===== src/rtl/serial_addsub_pkg.sv =====
// Shared constants for the bit-serial adder/subtractor: FSM state encoding and opcodes.
package serial_addsub_pkg;

    typedef logic [1:0] state_t;

    localparam state_t ST_IDLE = 2'd0;
    localparam state_t ST_RUN  = 2'd1;
    localparam state_t ST_DONE = 2'd2;

    localparam logic OP_ADD = 1'b0;
    localparam logic OP_SUB = 1'b1;

endpackage


===== src/rtl/serial_addsub_full_adder.sv =====
// One-bit full adder cell, used as the per-bit datapath of serial_addsub.
module full_adder (
    input  logic a,
    input  logic b,
    input  logic cin,
    output logic sum,
    output logic carry
);

    assign sum   = a ^ b ^ cin;
    assign carry = (a & b) | (a & cin) | (b & cin);

endmodule


===== src/rtl/serial_addsub.sv =====
// Bit-serial WIDTH-bit adder/subtractor: one bit per clock, LSB first, carry held in a flop.
// start/ready/done handshake; result, cout and ovf hold until the next completed operation.
module serial_addsub
    import serial_addsub_pkg::*;
#(
    parameter int WIDTH = 8
) (
    input  logic             clk,
    input  logic             rst_n,
    input  logic             start,
    input  logic             op,
    input  logic [WIDTH-1:0] a,
    input  logic [WIDTH-1:0] b,
    output logic             ready,
    output logic             busy,
    output logic             done,
    output logic [WIDTH-1:0] result,
    output logic             cout,
    output logic             ovf
);

    localparam int CNT_W = $clog2(WIDTH);
    localparam logic [CNT_W-1:0] CNT_LAST = CNT_W'(WIDTH - 1);

    state_t           state_q,  state_d;
    logic [WIDTH-1:0] a_sh_q,   a_sh_d;
    logic [WIDTH-1:0] b_sh_q,   b_sh_d;
    logic [WIDTH-1:0] res_sh_q, res_sh_d;
    logic             carry_q,  carry_d;
    logic [CNT_W-1:0] cnt_q,    cnt_d;
    logic [WIDTH-1:0] result_q, result_d;
    logic             cout_q,   cout_d;
    logic             ovf_q,    ovf_d;

    logic fa_sum;
    logic fa_carry;

    full_adder u_fa (
        .a     (a_sh_q[0]),
        .b     (b_sh_q[0]),
        .cin   (carry_q),
        .sum   (fa_sum),
        .carry (fa_carry)
    );

    always_comb begin
        state_d  = state_q;
        a_sh_d   = a_sh_q;
        b_sh_d   = b_sh_q;
        res_sh_d = res_sh_q;
        carry_d  = carry_q;
        cnt_d    = cnt_q;
        result_d = result_q;
        cout_d   = cout_q;
        ovf_d    = ovf_q;

        case (state_q)
            ST_IDLE: begin
                if (start) begin
                    // Subtract is a + ~b + 1, the +1 entering as the initial carry.
                    a_sh_d   = a;
                    b_sh_d   = (op == OP_SUB) ? ~b : b;
                    carry_d  = op;
                    cnt_d    = '0;
                    res_sh_d = '0;
                    state_d  = ST_RUN;
                end
            end
            ST_RUN: begin
                res_sh_d = {fa_sum, res_sh_q[WIDTH-1:1]};
                a_sh_d   = a_sh_q >> 1;
                b_sh_d   = b_sh_q >> 1;
                carry_d  = fa_carry;
                cnt_d    = cnt_q + 1'b1;
                if (cnt_q == CNT_LAST) begin
                    // carry_q is the carry into the MSB here, so overflow is its xor with carry out.
                    result_d = {fa_sum, res_sh_q[WIDTH-1:1]};
                    cout_d   = fa_carry;
                    ovf_d    = carry_q ^ fa_carry;
                    cnt_d    = '0;
                    state_d  = ST_DONE;
                end
            end
            ST_DONE: begin
                state_d = ST_IDLE;
            end
            default: begin
                state_d = ST_IDLE;
            end
        endcase
    end

    always_ff @(posedge clk or negedge rst_n) begin
        if (!rst_n) begin
            state_q  <= ST_IDLE;
            a_sh_q   <= '0;
            b_sh_q   <= '0;
            res_sh_q <= '0;
            carry_q  <= 1'b0;
            cnt_q    <= '0;
            result_q <= '0;
            cout_q   <= 1'b0;
            ovf_q    <= 1'b0;
        end else begin
            state_q  <= state_d;
            a_sh_q   <= a_sh_d;
            b_sh_q   <= b_sh_d;
            res_sh_q <= res_sh_d;
            carry_q  <= carry_d;
            cnt_q    <= cnt_d;
            result_q <= result_d;
            cout_q   <= cout_d;
            ovf_q    <= ovf_d;
        end
    end

    assign ready  = (state_q == ST_IDLE);
    assign busy   = (state_q == ST_RUN);
    assign done   = (state_q == ST_DONE);
    assign result = result_q;
    assign cout   = cout_q;
    assign ovf    = ovf_q;

endmodule


===== config.mk =====
export PLATFORM = sky130hd
export DESIGN_NAME = serial_addsub
export DESIGN_NICKNAME = d
export VERILOG_FILES = /design/src/rtl/serial_addsub_pkg.sv /design/src/rtl/serial_addsub_full_adder.sv /design/src/rtl/serial_addsub.sv
export SDC_FILE = /design/constraint.sdc
export NUM_CORES = 1
export LEC_CHECK = 0
export ABC_AREA = 1
export CORE_MARGIN = 2
export CORE_UTILIZATION = 56
export CTS_CLUSTER_DIAMETER = 120
export DETAILED_ROUTE_END_ITERATION = 10
export PLACE_DENSITY = 0.84
export REMOVE_ABC_BUFFERS = 1
export SLEW_MARGIN = 20
export SYNTH_ARGS = -nofsm -noshare
export SYNTH_HDL_FRONTEND = slang
export SYNTH_SLANG_ARGS = --single-unit

===== constraint.sdc =====
create_clock -name clk -period 3.75 [get_ports clk]
set_clock_uncertainty 0.05 [all_clocks]
set_input_delay 1.125 -clock clk [delete_from_list [all_inputs] [get_ports clk]]
set_output_delay 1.125 -clock clk [all_outputs]
set_load 0.005 [all_outputs]

# Yosys cells after proc, flatten, opt, wreduce, memory -nomap -nowiden
# Cells that the tools add are included.
# Widths: inputs -> output; s select.
[totals] reg_bits=40 in_bits=20 out_inout_bits=13 elab_cells=44
[classes] addsub=1 n_eq_ne=5 n_mux=15 bitwise=9 n_reduce_logical=5
[ops] cell="$pmux 8 s2" n=3
[ops] cell="$mux 8" n=4
[ops] cell="$not 8->8" n=1
[ops] cell="$mux 3" n=2
[ops] cell="$pmux 3 s2" n=1
[ops] cell="$reduce_and 2->1" n=3
[ops] cell="$mux 2" n=2
[ops] cell="$pmux 2 s2" n=1
[ops] cell="$add 3x1->3 const B" n=1
[ops] cell="$and 1x1->1" n=3
[ops] cell="$eq 3x3->1 const B" n=1
[ops] cell="$xor 1x1->1" n=3
[ops] cell="$eq 2x1->1 const B" n=1
[ops] cell="$eq 2x2->1 const B" n=1
[ops] cell="$logic_not 2->1" n=1
[ops] cell="$ne 2x1->1 const B" n=1
[ops] cell="$ne 2x2->1 const B" n=1
[ops] cell="$or 1x1->1" n=2
[ops] cell="$pmux 1 s2" n=1
[ops] cell="$reduce_bool 2->1" n=1
[ops] cell="$mux 1" n=1

# Depth between registers and ports, before layout
# Gate-level depths: netlist of run 1.
[logic_depth] ltp_word=4 depth_mapped=7

# Cells and area by module
# Synthesis of run 1 repeated with hierarchy kept, for this count alone.
[hier_totals] hier_cells=219 area_unflattened_um2=1871.8
[modules_own_cells] mod="serial_addsub" n_inst=1 cells_per_inst=218 area_per_inst_um2=1851.8
[modules_own_cells] mod="full_adder" n_inst=1 cells_per_inst=1 area_per_inst_um2=20.0

# Least setup slack after synthesis of run 1
# Ideal clock, no wire load.
[synth_path] path_kind="register -> output" startpoint="reg state_q[0]" endpoint="out busy" t_arrival_ns=0.781 t_required_ns=2.575 slack_ns=1.794 stages_incl_launch_ff=5 path_cell_list="dfrtp_1 -> buf_4 -> inv_2 -> nor2_4 -> buf_2"
[synth_via] elab_chain_cells=1
[synth_rtl] item="start, declared" line="serial_addsub.sv:25" source="state_t state_q, state_d;"
[synth_rtl] item="start signal, assigned" line="serial_addsub.sv:105" source="state_q <= state_d;"
[synth_rtl] item="$eq 2x1->1" line="serial_addsub.sv:118" source="assign busy = (state_q == ST_RUN);"
[synth_rtl] item="end, declared" line="serial_addsub.sv:15" source="output logic busy,"
# No other way between the ends.

# Final worst setup path of run 1
[layout_path] startpoint="reg state_q[0]" endpoint="out ready"
[layout_via] elab_chain_cells=1
[layout_rtl] item="$logic_not 2->1" line="serial_addsub.sv:117" source="assign ready = (state_q == ST_IDLE);"
[layout_rtl] item="end, declared" line="serial_addsub.sv:14" source="output logic ready,"
# No other way between the ends.

==> results of run 1 <==
flip-flops by register name (all words and copies together), names as in the netlist:
signal,count
a_sh_q,8
b_sh_q,8
result,8
res_sh_q,7
cnt_q,3
state_q,2
carry_q,1
cout,1
ovf,1
placed cells by master, fill, tap and decap left out, drive strengths merged:
| cell | netlist | layout |
|---|---|---|
| clkbuf | 0 | 6 |
| ha | 2 | 2 |
| dfrtp | 39 | 39 |
| bufinv | 0 | 2 |
| nand2 | 71 | 71 |
| inv | 18 | 18 |
| buf | 12 | 2 |
| clkdlybuf4s50 | 0 | 31 |
| xor2 | 2 | 2 |
| nand3 | 50 | 50 |
| fa | 1 | 1 |
| nor2 | 5 | 5 |
| o21ai | 16 | 16 |
power breakdown:
part,internal (W),total (W),switching (W)
clock,0.000208,0.000345,0.000137
sequential,0.000594,0.000699,0.000105
combinational,0.000279,0.000613,0.000334
cell families (layout without fill, tap and decap cells):
family / Yosys count / in the layout / share of synthesized area [%]
simple gates: 126 / 126 / 30.2
flops: 39 / 39 / 52.1
buf+inv: 30 / 59 / 8.68
compound gates: 16 / 16 / 5.68
fa+ha+maj: 3 / 3 / 2.40
xor+xnor: 2 / 2 / 0.935
worst max-delay path: stages (launching register included):
cell and delay [ps]:
dfrtp_1 490, nor2_2 340, clkdlybuf4s50_1 590
per-layer routing:
metal	wire length (um)	share of wire (%)	vias up	global-route usage, %
li1	-	-	749	-
met1	1560	45	705	26.7
met2	1660	48	43	35.9
met3	156	4.5	10	5.80
met4	89	2.6	0	8.81
met5	0	0	-	0
path summary, 6_finish.rpt:
| path | endpoint | slack [ps] | start |
|---|---|---|---|
| worst max-delay path | ready | 810 | state_q[0] |
| worst min-delay path | result[0] | 440 | res_sh_q[1] |
| worst max register to register | b_sh_q[4] | 2180 | state_q[1] |
| worst min register to register | result[0] | 440 | res_sh_q[1] |
| max in group asynchronous | a_sh_q[7] | 2320 | rst_n |
| min in group asynchronous | res_sh_q[1] | 800 | rst_n |
final cells by class:
| cell class | count | share of cell area (%) |
|---|---|---|
| clock buffer | 6 | 1.83 |
| clock inverter | 2 | 2.66 |
| inverter | 18 | 2.99 |
| multi-input combinational | 147 | 32.5 |
| sequential | 39 | 43.2 |
| tap | 44 | 2.44 |
| timing repair buffer | 33 | 14.3 |
per-stage QoR:
stage / std cells / hold WS, ps / total power, W
floorplan: 204 / 393 / 0.00106
global placement: 281 / 409 / 0.00129
detailed placement: 281 / 409 / 0.00132
CTS: 289 / 441 / 0.00167
global route: 289 / 482 / 0.00181
finish: 289 / 436 / 0.00166
==> run summary, run 1 <==
Boundary Pins: 33
Mapped Cells: 216
type of the worst min-delay path: register to register
WP data arrival: 1770 ps
DIE WIDTH: 61.8 um
clk buf depth: 2
pwr dens: 734 nW/um^2
# hold bufs at CTS: 0
Filler cells: 254
final setup fails: 0
Worst Setup Start Kind: register
ys async rst share: 100%
Final min period: 2940 ps
core footprint: 3130 um^2
leak pwr: 1.12 nW
vias in the first global route: 1426
DR vias: 1507
initial antenna violation count: 0
Die Height: 61.8 um
critical path required time: 2570 ps
fin worst setup slack: 807 ps
CP Capture Type: primary output
Tcrit/Tclk final: 78.5%
YS warnings: 0
Via density: 5.21
CP max FO: 9
headroom to the max-slew limit: 45.5%
Synth area leaders: dfrtp_1 52%, nand2_1 14%, nand3_1 13%
CTS resizes: 0
Initial Util: 59.9%
outcome: finished, final reports clean
DRC Markers: 0
htree depth: 2
Fin. Hold Viols: 0
setup TNS: 0 ps
Setup CP Type: register to primary output
ys flop type: dfrtp_1
die area: 3820 um^2
sequential cell area: 976 um^2
CTS buffer count: 5
Final Util: 72.2%
leading cell types by count after synthesis: 68 x nand2_1, 50 x nand3_1, 39 x dfrtp_1
grt ovf: 0
RSZ-0062 raised after global routing: false
Post-Route WL: 3.47 mm
ANT nets after route: 0
root buffer cell: clkbuf_4
Post-DP HPWL: 2.33 mm
share of layout cells above drive strength 1: 9.80%
first-pass GRT wire length: 6.04 mm
antenna cells: 0
std cell rows: 20
Mean Syn Cell Area: 8.67 um^2
count leader, synth: nand2_1
wire per inst: 12.0 um
number of flops mapped to enable cells by yosys: 0
#FFs+latches synth: 39
Post-CTS Setup Bufs: 0
maximum VDD drop: 320 uV
DP Area: 2160 um^2
area occupied by multi-input gates: 734 um^2
Layout Nets: 267
worst-skew pair later-pin latency: 350 ps
GRT Util Overall: 21.6%
max frequency: 340 MHz
area leader, netlist: dfrtp_1
Design Area, Final: 2260 um^2
clk sinks: 39
largest net degree at the start of global routing: 40
Area growth, synth to finish: 20.5%
register area share after synthesis: 52.1%
CTS tree: built
Initial DRC Count: 77
number of max-slew violations in the final report: 0
Slew @ Worst Pin: 818 ps
R2R cell count: 5
# port buffers: 32
max-cap violations: 0
worst slack at placement: 900 ps
synth unique cells: 20
top-area cell type share of the netlist area: 52.1%
Worst-path clk slew: 120 ps
DR pass1 iterations: 4
count of cells along the worst hold path: 2
GP Congestion: 0.792
mapped cell area: 1870 um^2
Note: power is estimated with default switching activity, not from simulation.
==> inputs of run 2 (changes only) <==
--- a/config.mk
+++ b/config.mk
@@ -7,10 +7,10 @@
 export LEC_CHECK = 0
 export ABC_AREA = 1
 export CORE_MARGIN = 2
-export CORE_UTILIZATION = 56
+export CORE_UTILIZATION = 52
 export CTS_CLUSTER_DIAMETER = 120
 export DETAILED_ROUTE_END_ITERATION = 10
-export PLACE_DENSITY = 0.84
+export PLACE_DENSITY = 0.79
 export REMOVE_ABC_BUFFERS = 1
 export SLEW_MARGIN = 20
 export SYNTH_ARGS = -nofsm -noshare
==> constraint.sdc (replaced) <==
create_clock -name clk -period 2.9 [get_ports clk]
set_clock_uncertainty 0.05 [all_clocks]
set_input_delay 0.87 -clock clk [delete_from_list [all_inputs] [get_ports clk]]
set_output_delay 0.87 -clock clk [all_outputs]
set_load 0.005 [all_outputs]
==> run summary, run 2 (synthesis results as in run 1) <==
area occupied by multi-input gates: 734 um^2
maximum VDD drop: 458 uV
antenna cells: 0
Layout Nets: 269
DP Area: 2170 um^2
vias in the first global route: 1415
final setup fails: 0
Post-DP HPWL: 2.26 mm
type of the worst min-delay path: register to register
# port buffers: 32
Slew @ Worst Pin: 832 ps
std cell rows: 21
commonest non-fill, non-tap cell in the layout: nand2_1
most frequent cells in the layout: 68 x nand2_1, 50 x nand3_1, 39 x dfrtp_1
Via density: 5.13
setup TNS: 0 ps
grt ovf: 0
Boundary Pins: 33
Die Height: 64.0 um
Fin. Hold Viols: 0
CTS resizes: 0
first-pass GRT wire length: 6.19 mm
Worst Setup Start Kind: register
RSZ-0062 raised after global routing: false
initial antenna violation count: 0
core footprint: 3390 um^2
root buffer cell: clkbuf_4
Setup CP Type: register to primary output
WP data arrival: 1720 ps
Initial Util: 55.3%
die area: 4100 um^2
wire per inst: 11.9 um
Initial DRC Count: 92
# hold bufs at CTS: 0
leak pwr: 1.12 nW
DRC Markers: 0
GRT Util Overall: 19.4%
Post-CTS Setup Bufs: 0
Area growth, synth to finish: 20.6%
GP Congestion: 0.784
CP max FO: 9
sequential cell area: 976 um^2
headroom to the max-slew limit: 44.6%
CTS tree: built
pwr dens: 923 nW/um^2
Worst-path clk slew: 120 ps
Post-Route WL: 3.50 mm
Tcrit/Tclk final: 91.0%
max-cap violations: 0
share of layout cells above drive strength 1: 10.9%
Final min period: 2640 ps
Design Area, Final: 2260 um^2
number of max-slew violations in the final report: 0
clk buf depth: 2
htree depth: 2
outcome: finished, final reports clean
worst-skew pair later-pin latency: 350 ps
DR vias: 1503
Filler cells: 287
CP Capture Type: primary output
critical path required time: 1980 ps
largest net degree at the start of global routing: 40
DR pass1 iterations: 4
max frequency: 379 MHz
DIE WIDTH: 64.0 um
CTS buffer count: 5
ANT nets after route: 0
clk sinks: 39
-- run 2: report_power, final --
group	switching, W	internal (W)
combinational	0.000433	0.000360
sequential	0.000140	0.000768
clock	0.000181	0.000204
-- run 2: area by class of cell --
class	count	area share (%)
clock buffers	6	2.27
clock inverters	2	1.55
well taps	46	2.55
inverters	18	2.99
repair buffers	35	15.0
flip-flops and latches	39	43.2
multi-input cells	147	32.5
-- run 2: path summary, 6_finish.rpt --
path	start	end	slack, ps	cells past startpoint
worst max register to register	state_q[0]	result[0]	1290	4
min in group asynchronous	rst_n	res_sh_q[1]	560	1
worst min-delay path	ovf	ovf	440	2
worst min register to register	ovf	ovf	440	2
max in group asynchronous	rst_n	b_sh_q[6]	1730	1
worst max-delay path	state_q[0]	ready	260	2
-- run 2: worst max-delay path, stage by stage, from the launching register on --
cell and delay, ps:
dfrtp_1 490, nor2_2 310, clkdlybuf4s50_1 570
-- run 2: routing by layer --
metal | up-vias | wire [um] | share of wire [%] | global-route usage (%)
met2 | 47 | 1630 | 47 | 31.4
met5 | - | 0 | 0 | 0
met4 | 0 | 43 | 1.2 | 9.24
met3 | 5 | 225 | 6.4 | 3.87
met1 | 699 | 1600 | 46 | 24.9
li1 | 752 | - | - | -
-- run 2: through the flow --
step	utilization [%]	hold slack (ps)	instances	worst slack (ps)	total power, W
floorplan	-	393	204	1170	0.00137
global placement	64.1	412	285	602	0.00169
detailed placement	64.1	417	285	547	0.00171
CTS	66.7	448	293	243	0.00210
global route	66.7	472	293	159	0.00225
finish	66.7	440	293	261	0.00209
==> inputs of run 3 (changes only) <==
--- a/config.mk
+++ b/config.mk
@@ -6,7 +6,6 @@
 export NUM_CORES = 1
 export LEC_CHECK = 0
 export ABC_AREA = 1
-export CORE_MARGIN = 2
 export CORE_UTILIZATION = 52
 export CTS_CLUSTER_DIAMETER = 120
 export DETAILED_ROUTE_END_ITERATION = 10
==> run summary, run 3 (synthesis results as in run 1) <==
DIE WIDTH: 62.0 um
core footprint: 3390 um^2
largest net degree at the start of global routing: 40
Critical Path Start: state_q[0]
headroom to the max-slew limit: 45.2%
met3 Use GR: 6.42%
commonest non-fill, non-tap cell in the layout: nand2_1
final setup fails: 0
clk sinks: 39
first-pass GRT wire length: 6.00 mm
type of the worst min-delay path: register to register
wire per inst: 11.4 um
CTS resizes: 0
# port buffers: 32
R2R cell count: 4
WP data arrival: 1610 ps
Initial Util: 55.3%
Layout Nets: 271
Worst-path clk slew: 120 ps
Worst Hold Endpoint: cnt_q[0]
CTS buffer count: 5
GRT Util Overall: 21.4%
initial antenna violation count: 0
std cell rows: 21
clk buf depth: 2
RR Endpoint: cout
leak pwr: 1.13 nW
Setup CP Type: register to primary output
Via density: 5.09
Worst Hold Launch: cnt_q[0]
Tcrit/Tclk final: 87.3%
CP Capture Type: primary output
DR pass1 iterations: 4
Initial DRC Count: 49
Post-CTS Setup Bufs: 0
count of cells along the worst hold path: 1
fin worst setup slack: 369 ps
r2r startpoint: state_q[0]
GRT busiest layer: met2
CP max FO: 9
Final min period: 2530 ps
DRC Markers: 0
GRT met2 Usage: 35.7%
root buffer cell: clkbuf_4
outcome: finished, final reports clean
worst-skew pair later-pin latency: 340 ps
number of max-slew violations in the final report: 0
M1 GR Usage: 27.0%
Worst Setup Start Kind: register
RSZ-0062 raised after global routing: false
worst slack at placement: 633 ps
CTS tree: built
max-cap violations: 0
most frequent cells in the layout: 68 x nand2_1, 50 x nand3_1, 39 x dfrtp_1
GP Congestion: 0.761
grt ovf: 0
max frequency: 395 MHz
antenna cells: 0
Die Height: 62.0 um
DR vias: 1502
Post-Route WL: 3.38 mm
vias in the first global route: 1389
# hold bufs at CTS: 0
Slew @ Worst Pin: 821 ps
Boundary Pins: 33
setup TNS: 0 ps
maximum VDD drop: 470 uV
critical path required time: 1980 ps
Area growth, synth to finish: 21.4%
htree depth: 2
Fin. Hold Viols: 0
R2R setup slack: 1320 ps
ANT nets after route: 0
pwr dens: 918 nW/um^2
die area: 3850 um^2
final hold slack: 442 ps
share of layout cells above drive strength 1: 11.6%
Post-DP HPWL: 2.34 mm
run 3: final cells by class:
type	count	area (um^2)
Clock buffer	6	51.3
Clock inverter	2	35.0
Fill cell	282	1110
Inverter	18	67.6
Multi-Input combinational cell	147	734
Sequential cell	39	976
Tap cell	46	57.6
Timing Repair Buffer	37	353
run 3: worst max-delay path by stage:
stage                     end  slack (ps)
CTS                     ready         350
global placement    b_sh_q[3]         690
finish                  ready         370
detailed placement  b_sh_q[6]         630
floorplan                busy        1170
global route            ready         300
run 3: critical path, stage by stage, from the launching register on:
cell	delay, ps
dfrtp_1	490
nor2_2	110
buf_4	160
clkdlybuf4s50_1	510
run 3: metal layers:
metal,up-vias,share of wire (%)
li1,756,-
met1,691,46
met2,55,49
met3,0,5.7
met4,0,0
met5,-,0
run 3: power by group:
| part | total, W | internal, W | leakage, nW | switching [W] |
|---|---|---|---|---|
| Combinational | 0.000801 | 0.000371 | 0.582 | 0.000429 |
| Sequential | 0.000907 | 0.000768 | 0.502 | 0.000139 |
| Clock | 0.000380 | 0.000204 | 0.0482 | 0.000176 |
| Total | 0.00209 | 0.00134 | 1.13 | 0.000744 |
run 3: through the flow:
stage	total power [W]	util, %	cells	cell area, um^2
floorplan	0.00137	-	204	1780
global placement	0.00170	64.6	287	2190
detailed placement	0.00173	64.6	287	2190
CTS	0.00211	67.1	295	2270
global route	0.00229	67.1	295	2270
finish	0.00209	67.1	295	2270
